File: src/rtl/spi_reg_pkg.sv
// ---------------------------------------------------------------------------
// spi_reg_pkg: shared constants, FSM state type and frame builder for spi_reg_master.
// Revision: 1.0
// ---------------------------------------------------------------------------
`default_nettype none

package spi_reg_pkg;

    localparam logic [7:0] CMD_WRITE  = 8'h02;
    localparam logic [7:0] CMD_READ   = 8'h03;
    localparam int         FRAME_BITS = 24;

    typedef enum logic [2:0] {
        IDLE  = 3'd0,
        SETUP = 3'd1,
        SHIFT = 3'd2,
        HOLD  = 3'd3,
        GAP   = 3'd4
    } state_t;

    function automatic logic [FRAME_BITS-1:0] build_frame(
        input logic       wr,
        input logic [7:0] addr,
        input logic [7:0] wdata
    );
        return wr ? {CMD_WRITE, addr, wdata} : {CMD_READ, addr, 8'h00};
    endfunction

endpackage

`default_nettype wire

File: src/rtl/spi_reg_master_half_tick.sv
// ---------------------------------------------------------------------------
// spi_half_tick: loadable down-counter giving a one-cycle tick every CLK_DIV cycles.
// Revision: 1.0
// ---------------------------------------------------------------------------
`default_nettype none

module spi_half_tick #(
    parameter int CLK_DIV = 4
) (
    input  logic clk,
    input  logic rst_n,
    input  logic load,
    input  logic en,
    output logic tick
);

    localparam int           W      = $clog2(CLK_DIV) + 1;
    localparam logic [W-1:0] RELOAD = W'(CLK_DIV - 1);

    logic [W-1:0] cnt;

    assign tick = en && (cnt == '0);

    // Reloading on every tick keeps each phase exactly CLK_DIV cycles long.
    always_ff @(posedge clk or negedge rst_n) begin
        if (!rst_n) begin
            cnt <= RELOAD;
        end else if (load || tick) begin
            cnt <= RELOAD;
        end else if (en) begin
            cnt <= cnt - W'(1);
        end
    end

endmodule

`default_nettype wire

File: src/rtl/spi_reg_master.sv
// ---------------------------------------------------------------------------
// spi_reg_master: SPI mode-0 master issuing one 3-byte register access per request.
// Revision: 1.0
// ---------------------------------------------------------------------------
`default_nettype none

module spi_reg_master
    import spi_reg_pkg::*;
#(
    parameter int CLK_DIV = 4
) (
    input  logic       i_clk,
    input  logic       i_reset_n,
    input  logic       i_req,
    input  logic       i_wr,
    input  logic [7:0] i_addr,
    input  logic [7:0] i_wdata,
    output logic       o_busy,
    output logic       o_done,
    output logic [7:0] o_rdata,
    output logic       o_spi_sclk,
    output logic       o_spi_cs_n,
    output logic       o_spi_mosi,
    input  logic       i_spi_miso
);

    state_t                  state;
    state_t                  next_state;
    logic                    tick;
    logic                    accept;
    logic                    rise;
    logic                    fall;
    logic                    finish;
    logic                    sclk;
    logic                    is_read;
    logic                    done;
    logic [4:0]              bit_cnt;
    logic [FRAME_BITS-1:0]   tx;
    logic [7:0]              rx;
    logic [7:0]              rdata;

    spi_half_tick #(
        .CLK_DIV (CLK_DIV)
    ) u_half_tick (
        .clk   (i_clk),
        .rst_n (i_reset_n),
        .load  (accept),
        .en    (state != IDLE),
        .tick  (tick)
    );

    always_ff @(posedge i_clk or negedge i_reset_n) begin
        if (!i_reset_n) begin
            state <= IDLE;
        end else begin
            state <= next_state;
        end
    end

    always_comb begin
        next_state = state;
        accept     = 1'b0;
        rise       = 1'b0;
        fall       = 1'b0;
        case (state)
            IDLE: begin
                if (i_req) begin
                    accept     = 1'b1;
                    next_state = SETUP;
                end
            end
            SETUP: begin
                if (tick) begin
                    rise       = 1'b1;
                    next_state = SHIFT;
                end
            end
            SHIFT: begin
                // High half ends with a falling edge; low half either starts the next bit or exits.
                if (tick) begin
                    if (sclk) begin
                        fall = 1'b1;
                    end else if (bit_cnt == 5'd0) begin
                        next_state = HOLD;
                    end else begin
                        rise = 1'b1;
                    end
                end
            end
            HOLD: begin
                if (tick) begin
                    next_state = GAP;
                end
            end
            GAP: begin
                if (tick) begin
                    next_state = IDLE;
                end
            end
            default: begin
                next_state = IDLE;
            end
        endcase
    end

    assign finish = (state == GAP) && tick;

    always_ff @(posedge i_clk or negedge i_reset_n) begin
        if (!i_reset_n) begin
            sclk    <= 1'b0;
            tx      <= '0;
            rx      <= '0;
            bit_cnt <= '0;
            is_read <= 1'b0;
            done    <= 1'b0;
            rdata   <= '0;
        end else begin
            done <= finish;
            if (accept) begin
                tx      <= build_frame(i_wr, i_addr, i_wdata);
                bit_cnt <= 5'(FRAME_BITS - 1);
                is_read <= ~i_wr;
            end
            // After 24 samples rx holds exactly the data byte; earlier bytes fall off the top.
            if (rise) begin
                sclk <= 1'b1;
                rx   <= {rx[6:0], i_spi_miso};
                if (state == SHIFT) begin
                    bit_cnt <= bit_cnt - 5'd1;
                end
            end
            if (fall) begin
                sclk <= 1'b0;
                tx   <= {tx[FRAME_BITS-2:0], 1'b0};
            end
            if (finish && is_read) begin
                rdata <= rx;
            end
        end
    end

    assign o_busy     = (state != IDLE);
    assign o_done     = done;
    assign o_rdata    = rdata;
    assign o_spi_sclk = sclk;
    assign o_spi_cs_n = (state == IDLE) || (state == GAP);
    assign o_spi_mosi = tx[FRAME_BITS-1];

endmodule

`default_nettype wire

File: config.mk
export PLATFORM = sky130hd
export DESIGN_NAME = spi_reg_master
export DESIGN_NICKNAME = d
export VERILOG_FILES = /design/src/rtl/spi_reg_pkg.sv /design/src/rtl/spi_reg_master_half_tick.sv /design/src/rtl/spi_reg_master.sv
export SDC_FILE = /design/constraint.sdc
export NUM_CORES = 1
export LEC_CHECK = 0
export CAP_MARGIN = 20
export CORE_MARGIN = 3
export CORE_UTILIZATION = 45
export DETAILED_ROUTE_END_ITERATION = 8
export DONT_BUFFER_PORTS = 1
export RECOVER_POWER = 100
export SYNTH_ARGS = -nofsm -noshare
export SYNTH_HDL_FRONTEND = slang
export SYNTH_SLANG_ARGS = --single-unit
export TNS_END_PERCENT = 100
File: constraint.sdc
create_clock -name i_clk -period 2.4 [get_ports i_clk]
set_clock_uncertainty 0.15 [all_clocks]
set_input_delay 0.24 -clock i_clk [delete_from_list [all_inputs] [get_ports i_clk]]
set_output_delay 0.24 -clock i_clk [all_outputs]
set_load 0.01 [all_outputs]
==> impl_results.md <==
* Status: complete, no violations
* Static leakage at 1.30 nW
* Area fraction of the dominant cell type after synthesis at 51.5%
* CTS clk-pin slew, worst paths at 100 ps
* RSZ-0062 raised after global routing: false
* CTS tree: done
* Yosys warnings at 0
* Clk_lat worst skew at 310 ps
* Core area at 5270 um^2
* Drt pass-1 iters at 4
* CP startpoint kind: register
* Nets@finish at 294
* Worst path required time at 2440 ps
* Final Util at 54.7%
* Routed wire length at 5110 um
* Seq pwr share at 48.1%
* Filler instances at 487
* Hold Crit Class: input pin to register
* Wire per inst at 15.0 um
* Unique masters post-synth at 39
* Mux cell area share after synthesis at 5.25%
* FF/Latch Area at 1350 um^2
* Grt ovf at 0
* DRT iter0 DRCs at 59
* Slew Limit Fails at 0
* Measured slew at the worst slew-check pin at 1340 ps
* Via count at 1867
* Fin crit period at 2240 ps
* DR vias/cell at 5.48
* Buffers on Ports at 0
* Main combinational cell family by area after synthesis: compound AO/OA/AOI/OAI gates
* Final hold vios at 0
* Antenna-violating nets left at 0
* Internal at 0.00200 W
* Postcts setup bufs at 0
* Synth Instances at 251
* H-Tree Level Count at 2
* Slew HR at 10.8%
* Die W at 80.9 um
* Worst-case clock buffer depth at 2
* Crit-path most repeated cell: ha_1
* HPWL Detailed at 3180 um
* Async S/R FF share, synth at 100%
* Max rail drop VDD at 432 uV
* Row cnt at 26
* Post-Synth Simple-Gate Area at 15.9%
* Post-synth EDFFs at 0
* Sequence of cells on the critical path: inv_1 -> ha_1 -> ha_1 -> and4bb_2 -> and2_1 -> a22oi_1 -> nand2_1
* Combinational power share at 36.2%
* Ports at 34
* Critical path's slowest cell: dfstp_2
* Initial core utilization at 47.9%
* Max-Cap Viols at 0
* Seq/Total Area, Yosys at 53.6%
* F_max at 446 MHz
* Worst path arrival time at 2290 ps
* Post-Synth XOR/XNOR Area at 0.347%
* Clock power frac at 15.7%
* Crit-path max cell delay at 540 ps
* All-Layer GR Usage at 16.7%
* PwrDens at 1120 nW/um^2
* Ant. Diodes at 0
* Root buf cell: clkbuf_8
* Final setup violation count at 0
* Placement Cell Area at 2610 um^2
* Largest net degree at the start of global routing at 55
* Synth Area in Compound Gates at 19.0%
* Crit path kind: register to register
* Post-synth top flop: dfrtp_1
* First-pass GRT wire length at 8510 um
* Cell taking the most area after synthesis: dfrtp_1
* Syn_nets at 275
* Endpoint type of the worst setup path: register
* CTS Buf Count at 5
* Area occupied by multi-input gates at 1060 um^2
* Chip height at 80.9 um
* Post-synthesis cell area at 2530 um^2
* Vias in the first global route at 1699
* Finished Cell Area at 2880 um^2
* Register bit total from synthesis at 54
* Worst-path maximum fanout at 18
* Initial antenna violation count at 0
* Sw Pwr at 0.00122 W
* Layout cell share with drive strength beyond 1 at 11.4%
* Routability Congestion at 0.742
* Avg Inst Size Synth at 10.1 um^2
* Period utilization at 93.3%
* Die area at 6550 um^2
* Clk sinks at 54
* Switching Fraction at 37.9%
* Top cells by area, synth: dfrtp_1 (52%), nand2_1 (5.5%), mux2_2 (4.5%)
* Adder-cell share of the synthesized area at 1.49%
* Final Power at 0.00322 W
* DRC at 0
* Area growth syn-to-layout at 14.0%
==> state kept, by name, indices dropped and copies added, names as in the netlist <==
signal / flops
tx: 24
o_rdata: 8
rx: 8
bit_cnt: 5
state: 3
u_half_tick.cnt: 3
is_read: 1
o_done: 1
o_spi_sclk: 1
==> layout make-up <==
type,count,area share (%)
clock inverter,3,0.652
timing repair buffer,29,8.82
tap,70,3.04
inverter,9,1.17
multi-input combinational,171,36.9
sequential,54,47.0
clock buffer,5,2.39
==> worst max-delay path: cells and delay by family (launching register included) <==
family | cells | cell delay, ps
AND/OR/NAND/NOR | 3 | 730
flip-flops | 1 | 540
adder cells (fa/ha/maj) | 2 | 420
AO/OA/AOI/OAI | 1 | 230
buffers and inverters | 1 | 50
==> Yosys cell counts, types with 2 or more instances <==
cell type	count
dfstp_2	2
dfrtp_1	52
o22ai_1	17
clkbuf_1	10
o21ai_0	7
mux2i_1	2
nor2_1	16
nand3_1	11
a21oi_1	14
o22a_1	7
a31oi_1	8
nor3_1	5
inv_1	9
buf_2	5
ha_1	3
nand2_1	37
mux2_2	10
nor2b_1	2
a22oi_1	9
a22o_1	6
==> cells in the final DEF (no fill, tap or decap), drive strengths merged <==
cell | Yosys | final
inv | 9 | 10
nor3 | 6 | 6
ha | 3 | 3
xnor2 | 1 | 1
nor2b | 2 | 2
nand2 | 37 | 37
clkinv | 0 | 2
or4b | 1 | 1
dfrtp | 52 | 52
o31ai | 1 | 1
a31oi | 8 | 8
a221o | 1 | 1
o22ai | 17 | 17
buf | 7 | 5
mux2 | 10 | 10
nor3b | 1 | 1
and2 | 2 | 2
and3 | 2 | 2
a22o | 6 | 6
dlygate4sd3 | 0 | 20
and4bb | 1 | 1
o21ai | 7 | 7
nor4b | 2 | 2
or3 | 1 | 1
o21a | 1 | 1
nor2 | 16 | 16
o31a | 1 | 1
a21oi | 14 | 14
mux2i | 2 | 2
o22a | 7 | 7
clkbuf | 10 | 9
a22oi | 9 | 9
nand3 | 11 | 11
nand3b | 1 | 1
dfstp | 2 | 2
==> path summary, 6_finish.rpt <==
path,end,startpoint,slack (ps),depth (start not counted)
max,tx[12]$_DFFE_PN0P_,u_half_tick.cnt[0]$_DFFE_PN1P_,160,7
min,state[0]$_DFFE_PN0P_,i_req,40,3
max reg2reg,tx[12]$_DFFE_PN0P_,u_half_tick.cnt[0]$_DFFE_PN1P_,160,7
min reg2reg,tx[13]$_DFFE_PN0P_,tx[13]$_DFFE_PN0P_,330,2
max in group asynchronous,rx[6]$_DFFE_PN0P_,i_reset_n,650,2
min in group asynchronous,state[1]$_DFFE_PN0P_,i_reset_n,660,2
==> through the flow <==
step	hold slack (ps)	TNS [ps]	setup WS [ps]	cells
after floorplan	-206	0	185	251
after global placement	-204	-334	-59.7	312
after global routing	43.2	0	7.75	341
after CTS	29.1	0	163	341
final	37.6	0	160	341
after detailed placement	-204	-787	-110	312
==> metal layers <==
| layer | track usage [%] | vias to the layer above | share of wire [%] |
|---|---|---|---|
| li1 | - | 942 | - |
| met1 | 24.6 | 893 | 50 |
| met4 | 4.56 | 0 | 1.2 |
| met2 | 23.9 | 26 | 44 |
| met3 | 4.66 | 6 | 4.8 |
| met5 | 0 | - | 0 |
==> kinds of logic (layout without fill, tap and decap cells) <==
family / Yosys count / in the layout
xor+xnor: 1 / 1
flops: 54 / 54
compound gates: 72 / 72
fa+ha+maj: 3 / 3
mux: 12 / 12
buf+inv: 26 / 46
simple gates: 83 / 83
==> power groups by stage <==
stage	clock (W)	sequential, W	combinational, W
after detailed placement	0	0.00157	0.00114
after global routing	0.000578	0.00159	0.00134
after floorplan	0	0.00145	0.000973
after global placement	0	0.00156	0.00112
final	0.000506	0.00155	0.00117
after CTS	0.000537	0.00155	0.00120
==> repair_timing <==
action,4_1_cts,5_1_grt
hold buffers,21,0
endpoints found under the setup margin,8,3
hold endpoints to repair,76,0
resized for setup,1,1
Note: power is estimated with default switching activity, not from simulation.
